<file path="src/rtl/deck_shuffler.sv">
// In-place Fisher-Yates deck shuffler driving a synchronous single-port deck RAM.
// Optional ordered-deck fill, LFSR-driven index selection with rejection sampling.
module deck_shuffler #(
  parameter int DATA_W    = 4,
  parameter int ADDR_W    = 6,
  parameter int DECK_SIZE = 52,
  parameter int RANKS     = 13
) (
  input  logic              clock,
  input  logic              reset_n,
  input  logic              start,
  input  logic              init_en,
  input  logic              abort,
  input  logic [15:0]       seed,
  input  logic [DATA_W-1:0] mem_rdata,
  output logic [ADDR_W-1:0] mem_addr,
  output logic [DATA_W-1:0] mem_wdata,
  output logic              mem_wren,
  output logic              busy,
  output logic              done
);

  typedef enum logic [3:0] {
    S_IDLE,
    S_INIT,
    S_PICK,
    S_RD_I,
    S_RD_J,
    S_CAP,
    S_WR_I,
    S_WR_J,
    S_DONE
  } state_e;

  localparam logic [15:0]       LFSR_MASK    = 16'hB400;
  localparam logic [15:0]       LFSR_DEFAULT = 16'hACE1;
  localparam logic [ADDR_W-1:0] LAST_IDX     = ADDR_W'(DECK_SIZE - 1);
  localparam logic [ADDR_W-1:0] ONE_IDX      = ADDR_W'(1);
  localparam logic [DATA_W-1:0] RANK_FIRST   = DATA_W'(1);
  localparam logic [DATA_W-1:0] RANK_LAST    = DATA_W'(RANKS);

  state_e              state_q;
  logic [15:0]         lfsr_q;
  logic [15:0]         lfsr_d;
  logic [ADDR_W-1:0]   k_q;
  logic [DATA_W-1:0]   r_q;
  logic [ADDR_W-1:0]   i_q;
  logic [ADDR_W-1:0]   j_q;
  logic [DATA_W-1:0]   data_i_q;
  logic [DATA_W-1:0]   data_j_q;
  logic [ADDR_W-1:0]   cand;

  // Galois right-shift step; only committed while picking.
  assign lfsr_d = {1'b0, lfsr_q[15:1]} ^ (lfsr_q[0] ? LFSR_MASK : 16'h0000);
  assign cand   = lfsr_q[ADDR_W-1:0];

  // NOTE: every register here is updated with <= so all state advances from the same pre-edge values.
  always_ff @(posedge clock or negedge reset_n) begin
    if (!reset_n) begin
      state_q  <= S_IDLE;
      lfsr_q   <= LFSR_DEFAULT;
      k_q      <= '0;
      r_q      <= '0;
      i_q      <= '0;
      j_q      <= '0;
      data_i_q <= '0;
      data_j_q <= '0;
    end else if (abort && (state_q != S_IDLE)) begin
      state_q <= S_IDLE;
    end else begin
      case (state_q)
        S_IDLE: begin
          // A simultaneous abort vetoes the launch.
          if (start && !abort) begin
            lfsr_q  <= (seed == 16'h0000) ? LFSR_DEFAULT : seed;
            k_q     <= '0;
            r_q     <= RANK_FIRST;
            i_q     <= LAST_IDX;
            state_q <= init_en ? S_INIT : S_PICK;
          end
        end
        S_INIT: begin
          k_q <= k_q + ONE_IDX;
          r_q <= (r_q == RANK_LAST) ? RANK_FIRST : r_q + RANK_FIRST;
          if (k_q == LAST_IDX) begin
            i_q     <= LAST_IDX;
            state_q <= S_PICK;
          end
        end
        S_PICK: begin
          lfsr_q <= lfsr_d;
          if (cand <= i_q) begin
            j_q     <= cand;
            state_q <= S_RD_I;
          end
        end
        S_RD_I: state_q <= S_RD_J;
        S_RD_J: begin
          data_i_q <= mem_rdata;
          state_q  <= S_CAP;
        end
        S_CAP: begin
          data_j_q <= mem_rdata;
          state_q  <= S_WR_I;
        end
        S_WR_I: state_q <= S_WR_J;
        S_WR_J: begin
          if (i_q == ONE_IDX) begin
            state_q <= S_DONE;
          end else begin
            i_q     <= i_q - ONE_IDX;
            state_q <= S_PICK;
          end
        end
        S_DONE:  state_q <= S_IDLE;
        default: state_q <= S_IDLE;
      endcase
    end
  end

  // NOTE: defaults first so no path through the case leaves an output unassigned (no latches).
  always_comb begin
    mem_addr  = '0;
    mem_wdata = '0;
    mem_wren  = 1'b0;
    case (state_q)
      S_INIT: begin
        mem_addr  = k_q;
        mem_wdata = r_q;
        mem_wren  = 1'b1;
      end
      S_RD_I: mem_addr = i_q;
      S_RD_J: mem_addr = j_q;
      S_WR_I: begin
        mem_addr  = i_q;
        mem_wdata = data_j_q;
        mem_wren  = 1'b1;
      end
      S_WR_J: begin
        mem_addr  = j_q;
        mem_wdata = data_i_q;
        mem_wren  = 1'b1;
      end
      default: ;
    endcase
    // The cancelled cycle must not commit a write to the RAM.
    if (abort) mem_wren = 1'b0;
  end

  assign busy = (state_q != S_IDLE);
  assign done = (state_q == S_DONE);

endmodule

</file>
<file path="config.mk">
export PLATFORM = sky130hd
export DESIGN_NAME = deck_shuffler
export DESIGN_NICKNAME = d
export VERILOG_FILES = /design/src/rtl/deck_shuffler.sv
export SDC_FILE = /design/constraint.sdc
export NUM_CORES = 1
export LEC_CHECK = 0
export CORE_MARGIN = 10
export CORE_UTILIZATION = 40
export CTS_CLUSTER_SIZE = 20
export DETAILED_ROUTE_END_ITERATION = 10
export PLACE_DENSITY_LB_ADDON = 0.15
export SLEW_MARGIN = 0
export SYNTH_ARGS = -nofsm -noshare
export SYNTH_HDL_FRONTEND = slang
export SYNTH_SLANG_ARGS = --single-unit
export TNS_END_PERCENT = 50
</file>
<file path="constraint.sdc">
create_clock -name clock -period 3 [get_ports clock]
set_clock_uncertainty 0.1 [all_clocks]
set_input_delay 0.6 -clock clock [delete_from_list [all_inputs] [get_ports clock]]
set_output_delay 0.6 -clock clock [all_outputs]
set_load 0.05 [all_outputs]
</file>
======== After elaboration in Yosys (flattened, before gate mapping) ========
Index checks and enable logic that the tools add are counted.
storage, ports and cells
  bits of input ports ..................... 25
  logic and storage cells ................. 74
  flip-flop bits (word level) ............. 50
operators by class
  order comparisons ....................... 1
  bitwise operators ....................... 2
  add/sub/neg operators ................... 3
  reductions and logical operators ........ 19
  mux-type cells .......................... 24
  equal/unequal tests ..................... 17
operators with widths
  operator                                                                number
  16-bit 2-to-1 mux                                                       3
  6-bit case mux with 3 select lines                                      2
  16-bit case mux with 2 select lines                                     1
  4-bit case mux with 8 select lines                                      1
  4-bit 2-to-1 mux                                                        7
  6-bit 2-to-1 mux                                                        4
  4-bit by 3-bit equality test with 1-bit output (second input constant)  4
  16-bit logical NOT                                                      1
  15-bit by 16-bit XOR with 16-bit output                                 1
  4-bit case mux with 3 select lines                                      1
  6-bit case mux with 2 select lines                                      1
  3-bit AND reduction                                                     4
  3-bit != test (second input constant)                                   3
  4-bit by 2-bit equality test with 1-bit output (second input constant)  2
  4-bit equality test (second input constant)                             2
  4-bit case mux with 2 select lines                                      1
  6-bit by 1-bit adder with 6-bit output (second input constant)          1
  6-bit by 1-bit equality test with 1-bit output (second input constant)  1
  6-bit equality test (second input constant)                             1
  6-bit less-or-equal comparator                                          1
  2-bit != test (second input constant)                                   3
  6-bit by 1-bit subtractor with 6-bit output (second input constant)     1
  5-bit AND reduction                                                     1
  4-bit by 1-bit adder with 4-bit output (second input constant)          1
  other kinds (13)                                                        18

======== Logic depth before layout (Yosys ltp) ========
Gate-level depths: netlist of run 1.
  word-level depth ........................ 5
  mapped depth ............................ 8
  depth with buffers taken out ............ 7

======== Worst setup path before layout of run 1 ========
Ideal clock, no wire load.
  path kind ............................... reg2out
  from .................................... reg state_q[1]
  to ...................................... out done
  stages on the path, launching flop included .. 4
  arrival ................................. 2.026 ns
  buffers on the path ..................... 1
  slack ................................... 0.274 ns
  path through ............................ dfrtp_1 -> buf_2 -> or2_2 -> nor3b_1
on the way
  word-level cells in the longest chain between the ends .. 1
ends and longest elaborated chain
  element                   line  RTL
  start: declaration        42    state_e state_q;
  start signal: assignment  79    state_q <= init_en ? S_INIT : S_PICK;
  4-bit equality test       151   assign done = (state_q == S_DONE);
  end: declaration          20    output logic done
No other way between the ends.

======== Final worst setup path of run 1 ========
  from .................................... reg state_q[1]
  to ...................................... out busy
on the way
  word-level cells in the longest chain between the ends .. 1
ends and longest elaborated chain
  element             line  RTL
  4-bit nonzero test  150   assign busy = (state_q != S_IDLE);
  end: declaration    19    output logic busy,
No other way between the ends.

==> reports/metrics.cfg, run 1 <==
[run_status]
status = completed

[layout]
final_nets = 373
fill_cells = 637
stdcell_count = 434
diodes = 0
drive_gt1_share_pct = 18.9
area_growth_pct = 25.1

[yosys]
yosysWarnings = 0
avgSynthCellArea_um2 = 9.80
netlist.area_leader.share_pct = 36.9
synth_ff_type = dfrtp_1
synth_area_leaders = dfrtp_1 (37%), dfstp_2 (7.4%), mux2_2 (6.3%)
yosys.area.top_type = dfrtp_1
async_flop_share_pct = 100
yosysSeqAreaShare_pct = 44.2
synthesis.nets = 327
synth_edf_count = 0
netlist-cell-type-count = 50
synth_area_um2 = 2850
ys_ff_latch = 50
synthCells = 291

[grt]
grt_pass1_vias = 2375
antenna_found_initial = 0
grt_usage_pct = 12.7
grt_pass1_wl_um = 11600
grt_max_degree = 33
grt.overflow.total = 0

[placed_design]
place_congestion = 0.793
dp_hpwl_um = 5300
portBuffers = 37
place_ws_ps = 527
dp.cells = 426

[pwr]
power_density_nw_per_um2 = 810
ir_drop_mv = 0.355
switching_power_uw = 1130
p_comb_share_pct = 44.2
swShare_pct = 39.2
intPower_uw = 1760
power_uw = 2890
seqPwrFrac_pct = 39.1
leakage_uw = 0.00154
pwr-share-clk_pct = 16.6

[clocking]
cts-resized-gates = 0
cts_tree = yes
clk_latency_ps = 310
htreeDepth = 2
cts_root_buf = clkbuf_8
ctsHoldBuffers = 0
clk_pin_slew_worst_paths_ps = 100
numCtsBuffers = 5
cts.sinks = 50
cts_buffer_depth = 2
cts_setup_buffers = 0

[sta]
setup_violations = 0
grt_setup_unrepaired = false
finalWorstSetupSlack_ps = 184
hold_viol_final = 0
slew_headroom_pct = 61.3
whs_ps = 171
period_minus_slack_ps = 2820
fmax_mhz = 355
maxSlewViolCount = 0
tns_ps = 0
period_share_pct = 93.9
tightestPinTransition_ps = 576

[critical_path]
end_kind = output pin
start_kind = flip-flop
cp_data_arrival_time_ps = 2120
cp.required_ps = 2300
cp_max_fo = 5
crit_type = reg -> out

[detailed_routing]
drc = 0
viasPerCell = 5.50
drt_wl_total_um = 6830
detail_route.wl_per_cell_um = 15.7
vias = 2386
first_pass_iters = 4
ant_nets = 0
drt_iter0_drc = 100

[floorplan]
row_count = 30
num_io_pins = 38
die_y_um = 104
start_util_pct = 41.5
core_area_um2 = 6870
die_w_um = 104
dieArea_um2 = 10900

[flow_run]
maxCapViolations = 0

[hold_path]
min-delay-path-class = in -> async

[worst max-delay path, stage by stage (launching register included)]
cell             delay [ps]
dfrtp_1                 380
or4_1                   660
clkdlybuf4s50_1         760
[layer usage]
layer	wire (um)	up-vias	global-route usage [%]
li1	-	1158	-
met1	3190	1153	16.7
met2	3170	62	19.6
met3	346	13	2.85
met4	121	0	5.07
met5	0	-	0
[cell families after synthesis]
group	share of synthesized area (%)
XOR/XNOR	2.46
AND/OR/NAND/NOR	17.5
flip-flops	44.2
multiplexers	9.13
AO/OA/AOI/OAI	17.0
buffers and inverters	4.91
adder cells (fa/ha/maj)	4.83
[final timing paths]
kind / start / endpoint / slack [ps] / cells after the start
worst max-delay path: state_q[1] / busy / 180 / 2
worst min-delay path: reset_n / k_q[0] / 170 / 1
worst max register to register: lfsr_q[5] / j_q[1] / 850 / 7
worst min register to register: lfsr_q[10] / lfsr_q[10] / 370 / 2
max in group asynchronous: reset_n / lfsr_q[15] / 1920 / 2
min in group clock: lfsr_q[10] / lfsr_q[10] / 370 / 2
[layout make-up]
class	instances	area [um2]	area share (%)
multi-input combinational	213	1450	40.7
sequential	50	1260	35.4
timing repair buffer	51	566	15.9
tap	96	120	3.37
clock buffer	6	72.6	2.03
inverter	16	60.1	1.68
clock inverter	2	37.5	1.05
[cells in the final DEF (no fill, tap or decap), types with 9 or more instances in the layout]
master           netlist  layout
nor2_1                20      20
o22ai_1                9       9
o21ai_1               15      15
nand2_1               31      31
ha_1                  11      11
buf_12                 0      10
inv_1                 16      16
mux2_2                16      16
buf_4                  2      16
a21oi_1               12      12
clkdlybuf4s50_1        0      24
dfrtp_1               42      42
o21ai_0               14      14
[metrics by stage]
stage               utilization [%]  instance area [um2]
floorplan                         -                 2850
global placement               50.3                 3460
detailed placement             50.3                 3460
CTS                            51.9                 3570
global route                   51.9                 3570
finish                         51.9                 3570
[cell usage after synthesis, types with 6 or more instances]
library cell	instances
o21ai_1	15
a222oi_1	6
nor4_1	6
dfrtp_1	42
o22ai_1	9
nor3_1	7
mux2i_1	8
nor2_1	20
mux2_2	16
o21ai_0	14
nand2_1	31
dfstp_2	8
inv_1	16
ha_1	11
a21oi_1	12
[flip-flops by register name, summed over array words and instances (netlist names)]
name	flops
lfsr_q	16
i_q	6
j_q	6
k_q	6
data_i_q	4
data_j_q	4
r_q	4
state_q	4
[power groups by stage]
stage                     clock network, uW  registers [uW]  logic [uW]
after floorplan                           0            1070         919
final                                   481            1130        1280
after CTS                               496            1130        1300
after detailed placement                  0            1150        1290
after global placement                    0            1140        1270
after global routing                    515            1170        1410
Note: power is estimated with default switching activity, not from simulation.
==> run 2: changes to the inputs <==
Settings changed: DONT_BUFFER_PORTS set to 1, PLACE_DENSITY_LB_ADDON 0.15 to not set, REMOVE_ABC_BUFFERS set to 1.
==> run 2 against run 1 <==
Against the previous run: combinational power shrank 17%; final cell count decreased by 9.0%; die area is the same; clock power is essentially flat; maximum frequency about the same; first-iteration DRC count down 14%; flip-flop and latch count unchanged; core utilization decreased by 6.4 points; total power fell by 6.0%; wire length shrank 0.81%; register-to-register slack worse by 130 ps; count of clock-buffer cells in the layout decreased by 1.
==> reports/metrics.cfg, run 2 (synthesis results as in run 1) <==
[critical_path]
rr_worst_depth = 6  ; was 7
crit_start = state_q[3]  ; was state_q[1]
end_kind = output pin  ; unchanged
regToRegSetupSlack_ps = 720  ; was 850 ps
crit_type = reg -> out  ; unchanged
start_kind = flip-flop  ; unchanged
cp_data_arrival_time_ps = 2120  ; about the same
cp_max_fo = 15  ; was 5
cp.required_ps = 2300  ; about the same
r2r-start = state_q[3]  ; was lfsr_q[5]
endpoint = mem_addr[0]  ; was busy
r2r_end = k_q[2]  ; was j_q[1]

[floorplan]
start_util_pct = 41.5  ; unchanged
die_y_um = 104  ; unchanged
core_area_um2 = 6870  ; unchanged
num_io_pins = 38  ; unchanged
dieArea_um2 = 10900  ; unchanged
row_count = 30  ; unchanged
die_w_um = 104  ; unchanged

[sta]
hold_viol_final = 0  ; unchanged
tightestPinTransition_ps = 613  ; was 576 ps
period_share_pct = 93.9  ; about the same
fmax_mhz = 355  ; about the same
setup_violations = 0  ; unchanged
maxSlewViolCount = 0  ; unchanged
period_minus_slack_ps = 2820  ; about the same
slew_headroom_pct = 59.0  ; was 61.3%
grt_setup_unrepaired = false  ; unchanged
tns_ps = 0  ; unchanged

[run_status]
status = completed  ; unchanged

[clocking]
cts_root_buf = clkbuf_8  ; unchanged
htreeDepth = 2  ; unchanged
numCtsBuffers = 5  ; unchanged
clk_latency_ps = 310  ; about the same
cts_buffer_depth = 2  ; unchanged
cts_tree = yes  ; unchanged
clk_pin_slew_worst_paths_ps = 100  ; about the same
cts.sinks = 50  ; unchanged

[grt]
grt_pass1_vias = 2249  ; was 2375
grt.overflow.total = 0  ; unchanged
grt_usage_pct = 12.4  ; was 12.7%
antenna_found_initial = 0  ; unchanged
grt_max_degree = 43  ; was 33
grt_pass1_wl_um = 11300  ; was 11600 um

[layout]
final_common_cell = dfrtp_1  ; unchanged
final_nets = 335  ; was 373
drive_gt1_share_pct = 17.7  ; was 18.9%
diodes = 0  ; unchanged
regMostFlops = lfsr_q  ; unchanged
area_growth_pct = 9.65  ; was 25.1%
finish.utilization_pct = 45.5  ; was 51.9%
largest_register_ffs = 16  ; unchanged
final_cell_mix = dfrtp_1 (41), nand2_1 (31), nor2_1 (20)  ; was dfrtp_1 (42), nand2_1 (31), clkdlybuf4s50_1 (24)

[detailed_routing]
vias = 2221  ; was 2386
detail_route.wl_per_cell_um = 17.1  ; was 15.7 um
viasPerCell = 5.62  ; was 5.50
ant_nets = 0  ; unchanged
first_pass_iters = 5  ; was 4
drt_wl_total_um = 6770  ; was 6830 um
drt_iter0_drc = 86  ; was 100
drc = 0  ; unchanged

[flow_run]
maxCapViolations = 0  ; unchanged

[pwr]
ir_drop_mv = 0.366  ; was 0.355 mV
power_density_nw_per_um2 = 869  ; was 810 nW/um2
leakage_uw = 0.00136  ; was 0.00154 uW

[placed_design]
place_congestion = 0.850  ; was 0.793
dp_hpwl_um = 4960  ; was 5300 um
portBuffers = 0  ; was 37

[hold_path]
min-delay-path-class = in -> async  ; unchanged

[run 2: cell count changes in the layout (fill, tap and decap cells not counted), sizes merged]
| cell | delta |
|---|---|
| buf | -14 |
| clkbuf | -1 |
| clkdlybuf4s50 | -24 |
| clkinv | +1 |
| clkinvlp | -1 |
[run 2: area by class of cell]
| cell class | count | area [um2] |
|---|---|---|
| multi-input combinational | 213 | 1460 |
| timing repair buffer | 13 | 118 |
| tap | 96 | 120 |
| clock inverter | 2 | 38.8 |
| sequential | 50 | 1260 |
| inverter | 16 | 60.1 |
| clock buffer | 5 | 68.8 |
| fill | 661 | 3740 |
[run 2: routing by layer]
layer	GRT usage (%)	vias up	share of wire, %	routed length, um
met3	3.66	4	8.4	566
met1	17.4	1066	47	3190
met2	18.2	72	44	2980
met5	0	-	0	0
met4	3.08	0	0.56	38
li1	-	1079	-	-
[run 2: where the power goes]
part | internal (uW) | leakage (uW) | switching (uW)
clock network | 246 | 0.0000542 | 234
logic | 424 | 0.000691 | 638
registers | 938 | 0.000613 | 235
[run 2: per-stage QoR]
stage | std cells | hold WS, ps | total power, uW | setup WS (ps) | cell area (um2)
after global routing | 395 | 2.20 | 2930 | 90.0 | 3130
after floorplan | 279 | 204 | 1930 | 266 | 2770
final | 395 | 26.7 | 2720 | 184 | 3130
after detailed placement | 387 | 207 | 2230 | 453 | 2990
after global placement | 387 | 207 | 2210 | 465 | 2990
after CTS | 395 | 15.8 | 2730 | 100 | 3120
[run 2: timing repair]
item / in CTS / in global routing
resized for setup: 0 / 2
hold endpoints to repair: 42 / 0
hold buffers: 1 / 0
setup buffers: 0 / 0
endpoints found under the setup margin: 0 / 6
[run 2: how the worst min path moves through the flow]
stage	to	slack, ps	cells after the start
2_1_floorplan	data_i_q[0]	200	0
3_3_place_gp	i_q[4]	210	0
3_5_place_dp	i_q[4]	210	0
4_1_cts	lfsr_q[5]	20	0
5_1_grt	lfsr_q[5]	2	0
6_report	i_q[4]	30	1
[run 2: worst max-delay path, stage by stage (launching register included)]
cell and delay, ps:
dfrtp_1 560, nor4b_4 640, a222oi_1 240, inv_1 360
